<file path="config.mk">
export PLATFORM = sky130hd
export DESIGN_NAME = axi_rd_arbiter
export DESIGN_NICKNAME = d
export VERILOG_FILES = /design/src/rtl/axi_rd_arb_pkg.sv /design/src/rtl/rr_arbiter2.sv /design/src/rtl/axi_rd_arbiter.sv
export SDC_FILE = /design/constraint.sdc
export NUM_CORES = 1
export LEC_CHECK = 0
export ABC_AREA = 1
export CORE_AREA = 2 2 698 700
export DETAILED_ROUTE_END_ITERATION = 16
export DIE_AREA = 0 0 700 702
export HOLD_SLACK_MARGIN = 0.08
export PLACE_DENSITY = 0.3
export SLEW_MARGIN = 20
export SYNTH_ARGS = -nofsm -noshare
export SYNTH_HDL_FRONTEND = slang
export SYNTH_SLANG_ARGS = --single-unit
export TNS_END_PERCENT = 100
</file>
<file path="constraint.sdc">
create_clock -name clk -period 2.1 [get_ports clk]
set_clock_uncertainty 0.15 [all_clocks]
set_input_delay 0.525 -clock clk [delete_from_list [all_inputs] [get_ports clk]]
set_output_delay 0.525 -clock clk [all_outputs]
set_load 0.01 [all_outputs]
</file>
<file path="src/rtl/axi_rd_arb_pkg.sv">
// Shared types for the two-requester AXI read-port arbiter.
package axi_rd_arb_pkg;

  typedef enum logic [1:0] {
    AIDLE = 2'd0,
    AADDR = 2'd1,
    ADATA = 2'd2
  } arb_state_t;

  localparam int NUM_REQ = 2;

  // One-hot grant to requester index (two-requester case).
  function automatic logic grant_idx(input logic [1:0] g);
    return g[1];
  endfunction

endpackage

</file>
<file path="src/rtl/rr_arbiter2.sv">
// Two-way round-robin arbiter, purely combinational; shared with the write-channel arbiter.
module rr_arbiter2 (
  input  logic [1:0] request,
  input  logic       last_grant,
  output logic [1:0] grant
);

  always_comb begin
    grant = 2'b00;
    case (request)
      2'b01:   grant = 2'b01;
      2'b10:   grant = 2'b10;
      2'b11:   grant = last_grant ? 2'b01 : 2'b10;
      default: grant = 2'b00;
    endcase
  end

endmodule

</file>
<file path="src/rtl/axi_rd_arbiter.sv">
// Burst-granular arbiter sharing one AXI4 read master between fetch (s0) and loads (s1).
// Optional ARB_PERF_CNT_EN adds saturating grant and stall counters.
module axi_rd_arbiter
  import axi_rd_arb_pkg::*;
#(
  parameter int AXI_ADDR_WIDTH = 64,
  parameter int AXI_DATA_WIDTH = 512
) (
  input  logic                      clk,
  input  logic                      reset,
  input  logic                      s0_arvalid,
  input  logic [AXI_ADDR_WIDTH-1:0] s0_araddr,
  input  logic [7:0]                s0_arlen,
  output logic                      s0_arready,
  output logic                      s0_rvalid,
  output logic [AXI_DATA_WIDTH-1:0] s0_rdata,
  output logic                      s0_rlast,
  input  logic                      s0_rready,
  output logic                      s0_busy,
  input  logic                      s1_arvalid,
  input  logic [AXI_ADDR_WIDTH-1:0] s1_araddr,
  input  logic [7:0]                s1_arlen,
  output logic                      s1_arready,
  output logic                      s1_rvalid,
  output logic [AXI_DATA_WIDTH-1:0] s1_rdata,
  output logic                      s1_rlast,
  input  logic                      s1_rready,
  output logic                      s1_busy,
  output logic                      m_axi_arvalid,
  output logic [AXI_ADDR_WIDTH-1:0] m_axi_araddr,
  output logic [7:0]                m_axi_arlen,
  input  logic                      m_axi_arready,
  input  logic                      m_axi_rvalid,
  input  logic [AXI_DATA_WIDTH-1:0] m_axi_rdata,
  input  logic                      m_axi_rlast,
  output logic                      m_axi_rready,
`ifdef ARB_PERF_CNT_EN
  output logic [31:0]               s0_grant_cnt,
  output logic [31:0]               s1_grant_cnt,
  output logic [31:0]               stall_cnt,
`endif
  output logic                      len_err
);

  arb_state_t                                    state;
  logic                                          owner;
  logic                                          last_grant;
  logic [7:0]                                    beat;
  logic [NUM_REQ-1:0]                            busy;
  logic [NUM_REQ-1:0]                            req;
  logic [NUM_REQ-1:0]                            grant;
  logic [NUM_REQ-1:0][AXI_ADDR_WIDTH-1:0]        req_addr;
  logic [NUM_REQ-1:0][7:0]                       req_len;
  logic [NUM_REQ-1:0]                            req_rready;
  logic                                          idle;
  logic                                          in_data;
  logic                                          grant_en;
  logic                                          r_hs;
  logic                                          win;

  assign req        = {s1_arvalid, s0_arvalid};
  assign req_addr   = {s1_araddr, s0_araddr};
  assign req_len    = {s1_arlen, s0_arlen};
  assign req_rready = {s1_rready, s0_rready};

  rr_arbiter2 u_rr (
    .request    (req),
    .last_grant (last_grant),
    .grant      (grant)
  );

  assign idle     = (state == AIDLE);
  assign in_data  = (state == ADATA);
  assign win      = grant_idx(grant);
  // Gating with reset keeps arready quiet while a reset is being applied.
  assign grant_en = idle & ~reset & (|req);

  assign s0_arready = grant_en & grant[0];
  assign s1_arready = grant_en & grant[1];

  assign m_axi_rready = in_data & req_rready[owner];
  assign r_hs         = m_axi_rvalid & m_axi_rready;

  assign s0_rvalid = in_data & ~owner & m_axi_rvalid;
  assign s1_rvalid = in_data &  owner & m_axi_rvalid;
  assign s0_rlast  = in_data & ~owner & m_axi_rlast;
  assign s1_rlast  = in_data &  owner & m_axi_rlast;
  assign s0_rdata  = m_axi_rdata;
  assign s1_rdata  = m_axi_rdata;

  assign s0_busy = busy[0];
  assign s1_busy = busy[1];

  always_ff @(posedge clk) begin
    if (reset) begin
      state         <= AIDLE;
      owner         <= 1'b0;
      last_grant    <= 1'b0;
      beat          <= 8'd0;
      busy          <= '0;
      m_axi_arvalid <= 1'b0;
      m_axi_araddr  <= '0;
      m_axi_arlen   <= 8'd0;
      len_err       <= 1'b0;
    end else begin
      case (state)
        AIDLE: if (|req) begin
          state         <= AADDR;
          owner         <= win;
          last_grant    <= win;
          busy          <= grant;
          m_axi_arvalid <= 1'b1;
          m_axi_araddr  <= req_addr[win];
          m_axi_arlen   <= req_len[win];
        end
        AADDR: if (m_axi_arready) begin
          state         <= ADATA;
          m_axi_arvalid <= 1'b0;
          beat          <= 8'd0;
        end
        ADATA: if (r_hs) begin
          beat <= beat + 8'd1;
          // Early rlast and missing rlast both flag; the burst still ends on rlast.
          if (m_axi_rlast != (beat == m_axi_arlen)) len_err <= 1'b1;
          if (m_axi_rlast) begin
            state <= AIDLE;
            busy  <= '0;
          end
        end
        default: begin
          state <= AIDLE;
          busy  <= '0;
        end
      endcase
    end
  end

`ifdef ARB_PERF_CNT_EN
  logic stall_hit;
  assign stall_hit = ((|req) & ~idle) | (idle & (&req));

  always_ff @(posedge clk) begin
    if (reset) begin
      s0_grant_cnt <= '0;
      s1_grant_cnt <= '0;
      stall_cnt    <= '0;
    end else begin
      if (s0_arready && s0_grant_cnt != '1) s0_grant_cnt <= s0_grant_cnt + 32'd1;
      if (s1_arready && s1_grant_cnt != '1) s1_grant_cnt <= s1_grant_cnt + 32'd1;
      if (stall_hit && stall_cnt != '1)     stall_cnt    <= stall_cnt + 32'd1;
    end
  end
`endif

endmodule
</file>
==> flow_metrics.env <==
export IMPL_status="complete, but fails checks"
export IMPL_synth_top_cell_area_share=0.6662
export IMPL_relSlewSlack=0.3560
export IMPL_grtUsageTotal=0.1212
export IMPL_cts_tree="done"
export IMPL_drc=0
export IMPL_maxCapViolCount=0
export IMPL_drive_gt1_frac=0.1504
export IMPL_synth_fa_ha_area_frac=0.001083
export IMPL_portBuffers=235
export IMPL_rows=256
export IMPL_p_total_w=0.006242
export IMPL_postCtsHoldBufs=0
export IMPL_die_area_sq_um=491400
export IMPL_critPathKind="input pin to output pin"
export IMPL_dp_final_hpwl_um=296200
export IMPL_antenna_found_initial=59
export IMPL_pin_count=1772
export IMPL_clk_latency_ns=0.40
export IMPL_clk_pin_slew_worst_paths_ns=0.08
export IMPL_timing_critical_path_from="m_axi_rvalid"
export IMPL_wl_per_cell_um=43.20
export IMPL_final_setup_viol_count=1
export IMPL_synthTopCellsByArea="buf_4, dfxtp_1, o22ai_1, a21oi_1, buf_6"
export IMPL_cts_sinks=87
export IMPL_synthXorXnorAreaFrac=0.003033
export IMPL_synth_simple_area_share=0.03130
export IMPL_first_global_vias=7195
export IMPL_core_sq_um=484300
export IMPL_grt_pass1_wl_um=329700
export IMPL_ff2ff_setup_slack_ns=0.27
export IMPL_chipWidth_um=700
export IMPL_synth_top_family_by_area="buffers and inverters"
export IMPL_worst_ep_arrival_time_ns=1.44
export IMPL_rr_endpoint="m_axi_araddr[53]"
export IMPL_via_per_inst=1.128
export IMPL_hold_violations=0
export IMPL_first_pass_iters=6
export IMPL_cts_buffers=9
export IMPL_synth_net_count=2175
export IMPL_ys_seq_area_frac=0.1508
export IMPL_crit_path_end_kind="output pin"
export IMPL_grt_max_degree=114
export IMPL_critPathLaunchType="input pin"
export IMPL_yosys_warnings=0
export IMPL_synth_compound_area_frac=0.1120
export IMPL_power_density_nw_per_um2=418.4
export IMPL_synth_area_mux_share=0
export IMPL_nets=1399
export IMPL_setup_slack_ns=-0.01887
export IMPL_slew_viol_final=0
export IMPL_r2r_cells=8
export IMPL_hold_path_class="flip-flop to flip-flop"
export IMPL_synth_cells=1509
export IMPL_multi_input_area_sq_um=1812
export IMPL_tightest_slew_ns=0.9661
export IMPL_cts_max_level=3
export IMPL_grt_overflow_total=0
export IMPL_synth_avg_cell_area_sq_um=7.655
export IMPL_required_ns=1.42
export IMPL_r2r_start="state[0]"
export IMPL_gp_congestion=0.6663
export IMPL_cts_root_buf="clkbuf_16"
export IMPL_rsz0062_at_grt="true"
export IMPL_synth_top_cell_by_area="buf_4"
export IMPL_fin_crit_sh=1.009
export IMPL_crit_end="s0_rvalid"
export IMPL_drt_iter0_drc=611
export IMPL_ant_nets=0
export IMPL_routed_wl_um=311000
export IMPL_ir_worst_vdd_mv=0.3563
export IMPL_clock_path_buffers=2
export IMPL_pre_cts_slack_ns=-0.7120
export IMPL_failed_checks="setup timing"
export IMPL_die_y_um=702
export IMPL_syn_area_sq_um=11550
export IMPL_cp_max_fo=12
export IMPL_n_fill_cell=57880
export IMPL_seqCellArea_sq_um=1749
export IMPL_fin_crit_ns=2.119
export IMPL_initial_core_util=0.02385
export IMPL_yosys_register_bits=87
export IMPL_p_leak_nw=2.746
export IMPL_fmax_mhz=472.0
export IMPL_synthToLayoutAreaGrowth_pct=29.15
export IMPL_synth_distinct_cells=24
export IMPL_vias=8121
what timing repair did:
action                                 4_1_cts  5_1_grt
pin swaps                                    7       13
resized for setup                           48       19
setup endpoints to repair                   70       10
endpoints found under the hold margin        0        0
setup buffers                                5        4
cloned                                       1        0
per-layer routing:
layer	routed length, um	part of all wire	up-vias	track usage
met5	1991	0.0064	-	0.02853
met2	130200	0.42	2382	0.1804
li1	-	-	2241	-
met3	119800	0.39	316	0.2214
met4	8428	0.027	34	0.02588
met1	50520	0.16	3148	0.05601
cells by family after synthesis:
group                    Yosys count
AO/OA/AOI/OAI                    238
XOR/XNOR                           4
adder cells (fa/ha/maj)            1
buffers and inverters           1093
flip-flops                        87
AND/OR/NAND/NOR                   86
cells in the final DEF (no fill, tap or decap), drive strengths merged:
master,netlist,layout
inv,28,33
diode,0,11
nand2,55,55
clkinvlp,0,1
clkdlybuf4s15,0,1
o22ai,72,72
buf,1058,55
xnor2,3,3
a21oi,89,89
dfxtp,87,87
a31oi,1,1
nor2,22,22
clkinv,0,1
o21ai,76,76
dlygate4sd2,0,9
nor3,1,1
ha,1,1
nand3,8,8
bufbuf,0,1
clkbuf,7,10
xor2,1,1
clkdlybuf4s50,0,211
Yosys cell counts:
master,count
nor2_4,1
dfxtp_1,87
buf_4,1025
buf_6,18
nand2_1,50
ha_1,1
clkbuf_1,7
inv_4,1
xnor2_1,3
nor3_2,1
inv_1,21
nand3_1,8
o22ai_1,72
a31oi_1,1
o21ai_1,38
nand2_2,5
a21oi_4,1
inv_2,6
buf_2,15
xor2_1,1
nor2_2,1
nor2_1,20
o21ai_0,38
a21oi_1,88
where the power goes:
group	internal, W	switching [W]
combinational	0.00113	0.00117
clock	0.000834	0.000975
sequential	0.00193	0.000208
area by class of cell:
type | count | area share
Inverter | 28 | 0.008052
Multi-Input combinational cell | 329 | 0.1214
Antenna cell | 11 | 0.001845
Sequential cell | 87 | 0.1173
Tap cell | 6450 | 0.5410
Timing Repair Buffer | 278 | 0.1912
Clock inverter | 7 | 0.004110
Clock buffer | 9 | 0.01510
worst min path at each step:
| stage | startpoint | endpoint | slack [ns] | cells past startpoint |
|---|---|---|---|---|
| after floorplan | len_err | len_err | 0.32 | 2 |
| after global placement | busy[1] | busy[1] | 0.32 | 2 |
| after detailed placement | m_axi_arvalid | m_axi_arvalid | 0.32 | 2 |
| after CTS | busy[1] | busy[1] | 0.34 | 2 |
| after global routing | m_axi_arvalid | m_axi_arvalid | 0.36 | 2 |
| final | busy[1] | busy[1] | 0.34 | 2 |
through the flow:
stage                     setup TNS, ns  hold WS (ns)  instance area, sq um     util  std cells
final                          -0.01887        0.3364                 14920  0.03080       7199
after global routing            -0.2365        0.3582                 14890  0.03075       7188
after CTS                       -0.2514        0.3408                 14790  0.03055       7184
after detailed placement         -40.62        0.3221                 14380  0.02969       7165
after global placement           -39.89        0.3246                 14380  0.02969       7165
after floorplan                       0        0.3240                 11550        -       1509
sequential cells by signal (all words and copies together), names as in the netlist:
signal / count
m_axi_arvalid: 1
m_axi_arlen: 8
state: 2
m_axi_araddr: 64
busy: 2
beat: 8
len_err: 1
last_grant: 1
worst max-delay path, stage by stage:
cell and delay, ns:
dlygate4sd2_1 0.35, inv_1 0.16, nor2_4 0.13, buf_6 0.12, buf_12 0.11
Power figures use the tool's default switching activity.
